[src/rtl/nibble_serial_adder.sv]
// Serial wide adder: steps one external 4-bit ripple adder across the operands,
// least-significant nibble first, carrying between nibbles in a register.
module nibble_serial_adder #(
  parameter int NIBBLES = 2,
  localparam int W = 4 * NIBBLES
) (
  input  logic         clk,
  input  logic         reset,
  input  logic         start,
  input  logic [W-1:0] op_a,
  input  logic [W-1:0] op_b,
  input  logic         c_in,
  output logic         busy,
  output logic         done,
  output logic [W-1:0] result,
  output logic         c_out,
  output logic [3:0]   add_a,
  output logic [3:0]   add_b,
  output logic         add_cin,
  input  logic [3:0]   add_sum,
  input  logic         add_cout
);

  localparam int IW = (NIBBLES > 1) ? $clog2(NIBBLES) : 1;
  localparam logic [IW-1:0] LAST = IW'(NIBBLES - 1);

  localparam logic [1:0] IDLE = 2'd0;
  localparam logic [1:0] RUN  = 2'd1;
  localparam logic [1:0] DONE = 2'd2;

  logic [1:0]    state;
  logic [IW-1:0] idx;
  logic [W-1:0]  a_reg;
  logic [W-1:0]  b_reg;
  logic          carry_reg;

  always_ff @(posedge clk) begin
    if (reset) begin
      state     <= IDLE;
      idx       <= '0;
      a_reg     <= '0;
      b_reg     <= '0;
      carry_reg <= 1'b0;
      result    <= '0;
      c_out     <= 1'b0;
    end else begin
      case (state)
        IDLE, DONE: begin
          if (start) begin
            a_reg     <= op_a;
            b_reg     <= op_b;
            carry_reg <= c_in;
            idx       <= '0;
            result    <= '0;
            c_out     <= 1'b0;
            state     <= RUN;
          end else if (state == DONE) begin
            state <= IDLE;
          end
        end
        RUN: begin
          // Capture this nibble's sum; the carry-out feeds the next nibble.
          result[4*int'(idx) +: 4] <= add_sum;
          carry_reg                <= add_cout;
          if (idx == LAST) begin
            c_out <= add_cout;
            state <= DONE;
          end else begin
            idx <= idx + 1'b1;
          end
        end
        default: state <= IDLE;
      endcase
    end
  end

  // Adder pins are quiet outside RUN so the external adder sees zeros when idle.
  always_comb begin
    busy    = (state == RUN);
    done    = (state == DONE);
    add_a   = 4'h0;
    add_b   = 4'h0;
    add_cin = 1'b0;
    if (state == RUN) begin
      add_a   = a_reg[4*int'(idx) +: 4];
      add_b   = b_reg[4*int'(idx) +: 4];
      add_cin = carry_reg;
    end
  end

endmodule

[config.mk]
export PLATFORM = sky130hd
export DESIGN_NAME = nibble_serial_adder
export DESIGN_NICKNAME = d
export VERILOG_FILES = /design/src/rtl/nibble_serial_adder.sv
export SDC_FILE = /design/constraint.sdc
export NUM_CORES = 1
export LEC_CHECK = 0
export CAP_MARGIN = 15
export CORE_ASPECT_RATIO = 1.1
export CORE_MARGIN = 10
export CORE_UTILIZATION = 40
export CTS_CLUSTER_DIAMETER = 80
export DETAILED_ROUTE_END_ITERATION = 12
export DONT_BUFFER_PORTS = 1
export GPL_TIMING_DRIVEN = 0
export SKIP_CTS_REPAIR_TIMING = 1
export SLEW_MARGIN = 20
export SYNTH_ARGS = -nofsm -noshare
export SYNTH_HDL_FRONTEND = slang
export SYNTH_SLANG_ARGS = --single-unit
[constraint.sdc]
create_clock -name clk -period 1.4 [get_ports clk]
set_input_delay 0.21 -clock clk [delete_from_list [all_inputs] [get_ports clk]]
set_output_delay 0.21 -clock clk [all_outputs]
set_load 0.005 [all_outputs]
; ---- Word-level counts from Yosys, hierarchy flattened
; Index checks and enable logic that the tools add are counted.
[totals]
register_bits = 29
in_bits = 25
out_inout_bits = 20
elab_cells = 42
[op_classes]
n_addsub = 2
eq_ne = 5
n_shift = 4
n_mux = 17
reduce_logical = 7
[op_table]
columns = op, count
row1 = negation 3 -> 33 bit, 1
row2 = variable shift 4 x 33 -> 8 bit (first input constant), 1
row3 = variable part select 4 x 33 -> 8 bit, 1
row4 = case mux 8 bit (2 select lines), 1
row5 = variable part select 8 x 4 -> 4 bit, 2
row6 = bitwise mux 8 bit, 1
row7 = two-way mux 4 bit, 2
row8 = two-way mux 8 bit, 1
row9 = two-way mux 2 bit, 3
row10 = case mux 1 bit (2 select lines), 3
row11 = AND reduction 2 bit, 3
row12 = two-way mux 1 bit, 5
row13 = case mux 2 bit (2 select lines), 1
row14 = != test 3 bit (second input constant), 1
row15 = AND reduction 3 bit, 1
row16 = equality test 2 x 1 -> 1 bit (second input constant), 1
row17 = equality test 2 bit (second input constant), 1
row18 = zero test 2 bit, 1
row19 = != test 2 x 1 -> 1 bit (second input constant), 1
row20 = != test 2 bit (second input constant), 1
row21 = nonzero test 2 bit, 1
row22 = OR reduction 2 bit, 1
row23 = adder 1 bit (second input constant), 1

; ---- Longest topological paths before layout
; Gate-level depths: netlist (run 1).
[logic_depth]
depth_word = 4
depth_mapped = 5
depth_no_buf = 4

; ---- Worst setup path after synthesis (run 1)
; No wires, ideal clock.
[synth_path]
path_kind = register to register
start = register state[0]
end = register result[0]
setup_ps = 132
arrival_ps = 949
required_time_ps = 1268
setup_slack_ps = 318
stages_incl_launch_ff = 4
n_path_buf = 0
synth_period_minus_slack_ps = 1082
path_cell_list = dfxtp_1 or3b_1 nand3_1 a21oi_1
[synth_via]
elab_chain_len = 4
elab_cells_between_ends = 8
classes_between = eq/ne (3) / mux (1) / reduce/logical (4)
[synth_rtl]
columns = element, line_no
row1 = start: declaration, 31  ; logic [1:0] state;
row2 = start signal: assignment, 39  ; state <= IDLE;
row3 = start signal: assignment, 56  ; state <= RUN;
row4 = start signal: assignment, 58  ; state <= IDLE;
row5 = equality test 2 bit or zero test 2 bit (tied branches), 47  ; case (state)
row6 = OR reduction 2 bit, 47
row7 = != test 2 bit (no source line) or nonzero test 2 bit (tied branches), n/a
row8 = AND reduction 2 bit (no source line), n/a
row9 = end signal: indexed assignment, 63  ; result[4*int'(idx) +: 4] <= add_sum;
row10 = end: declaration, 15  ; output logic [W-1:0] result,
; Parallel ways exist; a longest one is shown, timed or not.
; A chain may end at the register's enable or synchronous reset.

; ---- Final worst setup path (run 1)
[layout_path]
start = register state[1]
end = output port add_cin
[layout_via]
elab_chain_len = 2
[layout_rtl]
columns = element, line_no
row1 = equality test 2 x 1 -> 1 bit, n/a
row2 = via busy, 13  ; output logic busy,
row3 = two-way mux 1 bit, 84  ; if (state == RUN) begin
row4 = end: declaration, 19  ; output logic add_cin,
; The timed path passes the listed nets, and every way through them passes these cells.

==> flow_summary.ini, run 1 <==
[status]
status = complete, no violations

[clock_tree]
ctsHtreeMaxLevel = 2
clkSlewWorstSetupHoldPaths_ns = 0.09
clock_sinks = 29
cts_buffers = 5
clock_latency_ns = 0.33
root_buffer = clkbuf_4
cts_max_path_buffers = 2
cts_tree = done

[final_layout]
diodes = 0
fillers = 283
multiInputGateArea_um2 = 552
regArea_um2 = 589
fin_cells = 195
post_route_cells_drive_above_1_share_pct = 15.4
area_growth_pct = 17.8
fin_nets = 186

[sta]
skew_ns = 0.00574
fin_crit_sh_pct = 99.0
slew_headroom_pct = 67.0
hold_ws_ns = 0.00788
finalHoldViolations = 0
worstMarginPinSlew_ns = 0.495
drv_slew = 0
finalWorstSetupSlack_ns = 0.0138
setup_violations = 0
fin_crit_ns = 1.39
grt_setup_unrepaired = yes
fmax_mhz = 721

[power_and_ir_drop]
power_leakage_nw = 0.502
vdd_drop_max_v = 0.000681
powerDensity_mw_per_mm2 = 1160

[synth]
yosys-top-cells-area = dfxtp_1 49%, nand2_1 13%, a21oi_1 11%, mux2i_1 6.8%, nand3_1 4.2%
synth_enable_flop_cells = 0
ys.warnings.count = 0
yosysUniqueCellTypes = 20
synthArstFlopShare_pct = 0
yosys_register_bits = 29
yosysTopAreaCellShare_pct = 49.0
seq_area_frac_synth_pct = 49.0
syn-cell-area_mm2 = 0.00118
synth_area_leader_cell = dfxtp_1
syn_inst = 147
syn_nets = 172
synth_flop_cell = dfxtp_1
avgSynthCellArea_um2 = 8.06

[place]
port_buffers = 0
gp_congestion = 0.769
hpwl_um = 2350
place_inst = 180
pre_cts_ws_ns = 0.180

[global_routing]
grt_max_degree = 11
grt-ovfl-total = 0
grt_usage_pct = 11.3
grt_pass1_vias = 1017
grt_pass1_wl_um = 4970
antenna_found_initial = 0

[floorplan]
ios = 45
die_h_um = 77.1
initial_core_util_pct = 42.3
fp.dieW_um = 71.9
rows = 20
die_area_mm2 = 0.00554
core-area_mm2 = 0.00280

[worst_setup_path]
slowest_stage = dfxtp_4
end_kind = output pin
cp-start-kind = flop
crit_required_ns = 1.19
r2r-start = state[1]$_SDFFE_PP0P_
worst_path_largest_cell_delay_ns = 0.36
crit_fanout = 5
worstSetupPathType = reg2out
setup.worst_path.start = state[1]$_SDFFE_PP0P_
arrival_ns = 1.18
path_cells = nand2b_4, buf_6, inv_6, and2_4

[hold_path]
hp-start = add_sum[0]
worstHoldPathType = in2reg

[detailed_routing]
drc = 0
routed_wl_um = 3390
via_count = 1039
wire_per_inst_um = 17.4
routed_via_density = 5.33
drtIter0Drc = 62
ant_nets = 0
firstDrtPassIters = 4

[flow_run]
cap_violations = 0
==> cell usage in the layout (no fill, tap or decap) <==
master         synthesis  routed
clkbuf_4               0       5
clkbuf_1               2       5
nand2_1               41      41
nand3b_1               1       1
and2_4                 0       1
a22oi_1                1       1
dlygate4sd3_1          0       4
and3b_1                1       1
nor2_2                 0       2
mux2i_1                8       7
clkbuf_16              0       1
dfxtp_2                0       1
mux2i_2                0       1
dfxtp_4                0       2
inv_6                  0       1
nor2_1                10       8
buf_6                  2       3
nor3b_1                1       1
nand2b_1               2       1
nor2b_1                2       2
buf_8                  0       1
nand2b_4               0       1
nor3_1                 1       1
buf_4                  3       2
dfxtp_1               29      26
nand3_1               10      10
a21oi_1               27      27
or3b_1                 1       1
buf_2                  3       4
==> logic make-up (layout without fill, tap and decap cells) <==
logic type             after synthesis  count (layout)  share of synthesized area, %
AO/OA/AOI/OAI                       28              28                          12.0
multiplexers                         8               8                          6.76
AND/OR/NAND/NOR                     71              71                          26.2
buffers and inverters               11              26                          6.02
flip-flops                          29              29                          49.0
==> where the power goes <==
group          internal, mW  total [mW]  switching, mW
Combinational         0.100       0.229          0.128
Sequential            0.867       0.899         0.0313
Clock                 0.200       0.496          0.296
Total                  1.17        1.62          0.455
==> cells in the mapped netlist (2+ instances only) <==
master    instances
nor2_1           10
buf_6             2
nor2b_1           2
buf_2             3
nand3_1          10
nand2b_1          2
buf_4             3
mux2i_1           8
nand2_1          41
clkbuf_1          2
a21oi_1          27
dfxtp_1          29
==> path summary, 6_finish.rpt <==
kind	end	slack, ns	cells past startpoint
worst min register to register	b_reg[1]$_SDFFE_PP0P_	0.46	2
worst min-delay path	result[4]$_SDFFE_PP0P_	0.008	2
worst max register to register	result[3]$_SDFFE_PP0P_	0.15	4
worst max-delay path	add_cin	0.01	4
==> area by class of cell <==
class	instances	share of cell area, %
Buffer	10	5.65
Clock buffer	8	3.49
Inverter	1	0.627
Multi-Input combinational cell	107	39.5
Sequential cell	29	42.2
Tap cell	33	2.96
Timing Repair Buffer	7	5.56
==> worst max-delay path, delay by kind of cell, from the launching register on <==
family / cells / cell delay [ns]
buffers and inverters: 2 / 0.20
AND/OR/NAND/NOR: 2 / 0.29
flip-flops: 1 / 0.36
==> stage by stage <==
stage | TNS, ns | util, % | total power [mW] | instance area, um2
after CTS | -0.541 | 45.5 | 1.59 | 1270
after global placement | 0 | 43.8 | 1.10 | 1230
final | 0 | 49.8 | 1.62 | 1400
after global routing | -0.186 | 49.8 | 1.70 | 1400
after floorplan | 0 | - | 1.06 | 1180
after detailed placement | 0 | 43.8 | 1.11 | 1230
==> layer usage <==
metal  share of wire, %  vias up  track usage, %
met4                1.2        0            3.49
met5                  0        -               0
met2                 48       39            18.1
met3                 13        6            9.01
li1                   -      515               -
met1                 38      479            10.8
No activity file was read; power rests on OpenSTA's default activity.
==> run 2, diff against run 1 <==
GPL_TIMING_DRIVEN = default   (was 0)
==> run 2 against run 1 <==
Compared with the run above:
- register-to-register slack about the same
- non-clock buffer count fell by 5
- critical endpoint is now add_a[1]
- core utilization fell by 1.4 points
- fmax increased by 3.0%
- largest cell class unchanged
- critical path type unchanged
- worst setup slack improved by 0.040 ns
- highest routed layer unchanged
- critical path depth is 1 lower
- clock power rose by 3%
- sequential cell count unchanged
==> flow_summary.ini, run 2 (same netlist as run 1, synthesis figures left out) <==
[status]
status = complete, no violations

[sta]
finalWorstSetupSlack_ns = 0.0539
fmax_mhz = 743
fin_crit_sh_pct = 96.2
fin_crit_ns = 1.35
worstMarginPinSlew_ns = 0.452
slew_headroom_pct = 69.8
skew_ns = 0.00239
finalHoldViolations = 0
setup_violations = 0
hold_ws_ns = 0.0119
drv_slew = 0
grt_setup_unrepaired = yes

[place]
pre_cts_ws_ns = 0.225
placed_area_mm2 = 0.00121
place_inst = 177
port_buffers = 0
hpwl_um = 2210
gp_congestion = 0.700

[worst_setup_path]
cp-start-kind = flop
path_cells = buf_8, mux2i_2, nor2_2
arrival_ns = 1.14
critPathTopFamily = flip-flops
worst_path_largest_cell_delay_ns = 0.37
cp_num_cells = 3
endpoint = add_a[1]
setup.worst_path.start = idx$_SDFFE_PP0P_
slowest_stage = dfxtp_4
crit_required_ns = 1.19
crit_buf_inv = 1
reg2reg_depth = 4
end_kind = output pin
crit_fanout = 8
regToRegSetupSlack_ns = 0.16
r2r_end = result[1]$_SDFFE_PP0P_
worstSetupPathType = reg2out
r2r-start = idx$_SDFFE_PP0P_

[floorplan]
ios = 45
fp.dieW_um = 71.9
core-area_mm2 = 0.00280
die_area_mm2 = 0.00554
die_h_um = 77.1
rows = 20
initial_core_util_pct = 42.3

[detailed_routing]
routed_wl_um = 3060
drc = 0
wire_per_inst_um = 16.2
ant_nets = 0
via_count = 992
drtIter0Drc = 50
routed_via_density = 5.25
firstDrtPassIters = 4

[final_layout]
fillers = 288
multiInputGateArea_um2 = 552
design_area_mm2 = 0.00136
fin_cells = 189
post_route_cells_drive_above_1_share_pct = 15.4
layout_commonest_cell = nand2_1
fin_nets = 181
diodes = 0
mostFrequentLayoutCells = 41 x nand2_1, 27 x a21oi_1, 26 x dfxtp_1, 10 x nand3_1, 8 x buf_4
regArea_um2 = 589
area_growth_pct = 14.5

[power_and_ir_drop]
pwr-share-seq_pct = 55.6
pwr-share-clk_pct = 31.5
power_mw = 1.61
power_leakage_nw = 0.491
internal-power_mw = 1.20
p_sw_mw = 0.419
vdd_drop_max_v = 0.000841
switching_share_pct = 25.9
combPwrFrac_pct = 12.9
powerDensity_mw_per_mm2 = 1190

[global_routing]
grt_pass1_wl_um = 4690
grt_pass1_vias = 975
grt_max_degree = 30
antenna_found_initial = 0
grt-ovfl-total = 0
grt_usage_pct = 10.8

[clock_tree]
ctsHtreeMaxLevel = 2
clkSlewWorstSetupHoldPaths_ns = 0.09
root_buffer = clkbuf_4
cts_max_path_buffers = 2
cts_buffers = 5
clock_sinks = 29
cts_tree = done
clock_latency_ns = 0.32

[flow_run]
cap_violations = 0

[hold_path]
worstHoldPathType = in2reg
-- run 2: changes by cell type in the layout (fill, tap and decap cells not counted) --
cell / delta
and2_1: +1
and2_4: -1
buf_12: +1
buf_2: -4
buf_4: +6
buf_6: -3
clkbuf_1: -4
clkbuf_16: -1
clkbuf_8: +1
dlygate4sd3_1: -2
inv_1: +1
inv_6: -1
nor2_1: -1
nor2_2: +1
-- run 2: layout make-up --
class,count,share of cell area [%]
Timing Repair Buffer,12,8.49
Tap cell,33,3.04
Sequential cell,29,43.5
Clock buffer,7,4.06
Multi-Input combinational cell,107,40.7
Inverter,1,0.277
-- run 2: worst min path at each step --
stage / start / endpoint / slack, ns / cells past startpoint
2_1_floorplan: op_a[0] / a_reg[0]$_SDFFE_PP0P_ / 0.35 / 2
3_3_place_gp: reset / a_reg[1]$_SDFFE_PP0P_ / 0.28 / 1
3_5_place_dp: reset / a_reg[1]$_SDFFE_PP0P_ / 0.28 / 1
4_1_cts: reset / a_reg[1]$_SDFFE_PP0P_ / -0.07 / 1
5_1_grt: op_a[0] / a_reg[0]$_SDFFE_PP0P_ / 0.003 / 2
6_report: op_a[0] / a_reg[0]$_SDFFE_PP0P_ / 0.01 / 2
-- run 2: per-stage QoR --
| step | util (%) | setup TNS (ns) |
|---|---|---|
| 2_1_floorplan | - | 0 |
| 3_3_place_gp | 43.2 | 0 |
| 3_5_place_dp | 43.2 | 0 |
| 4_1_cts | 45.2 | -1.14 |
| 5_1_grt | 48.4 | -0.0958 |
| 6_report | 48.4 | 0 |
-- run 2: per-layer routing --
layer  wire length, um  global-route usage [%]
met1              1110                    9.83
met4                42                    4.07
met2              1510                    17.6
met5                 0                       0
met3               394                    8.24
-- run 2: power by group through the flow --
stage	Combinational (mW)	Sequential, mW	Clock [mW]
after detailed placement	0.172	0.917	0
after floorplan	0.151	0.908	0
after global placement	0.167	0.915	0
after global routing	0.236	0.904	0.573
final	0.208	0.898	0.509
after CTS	0.172	0.898	0.520
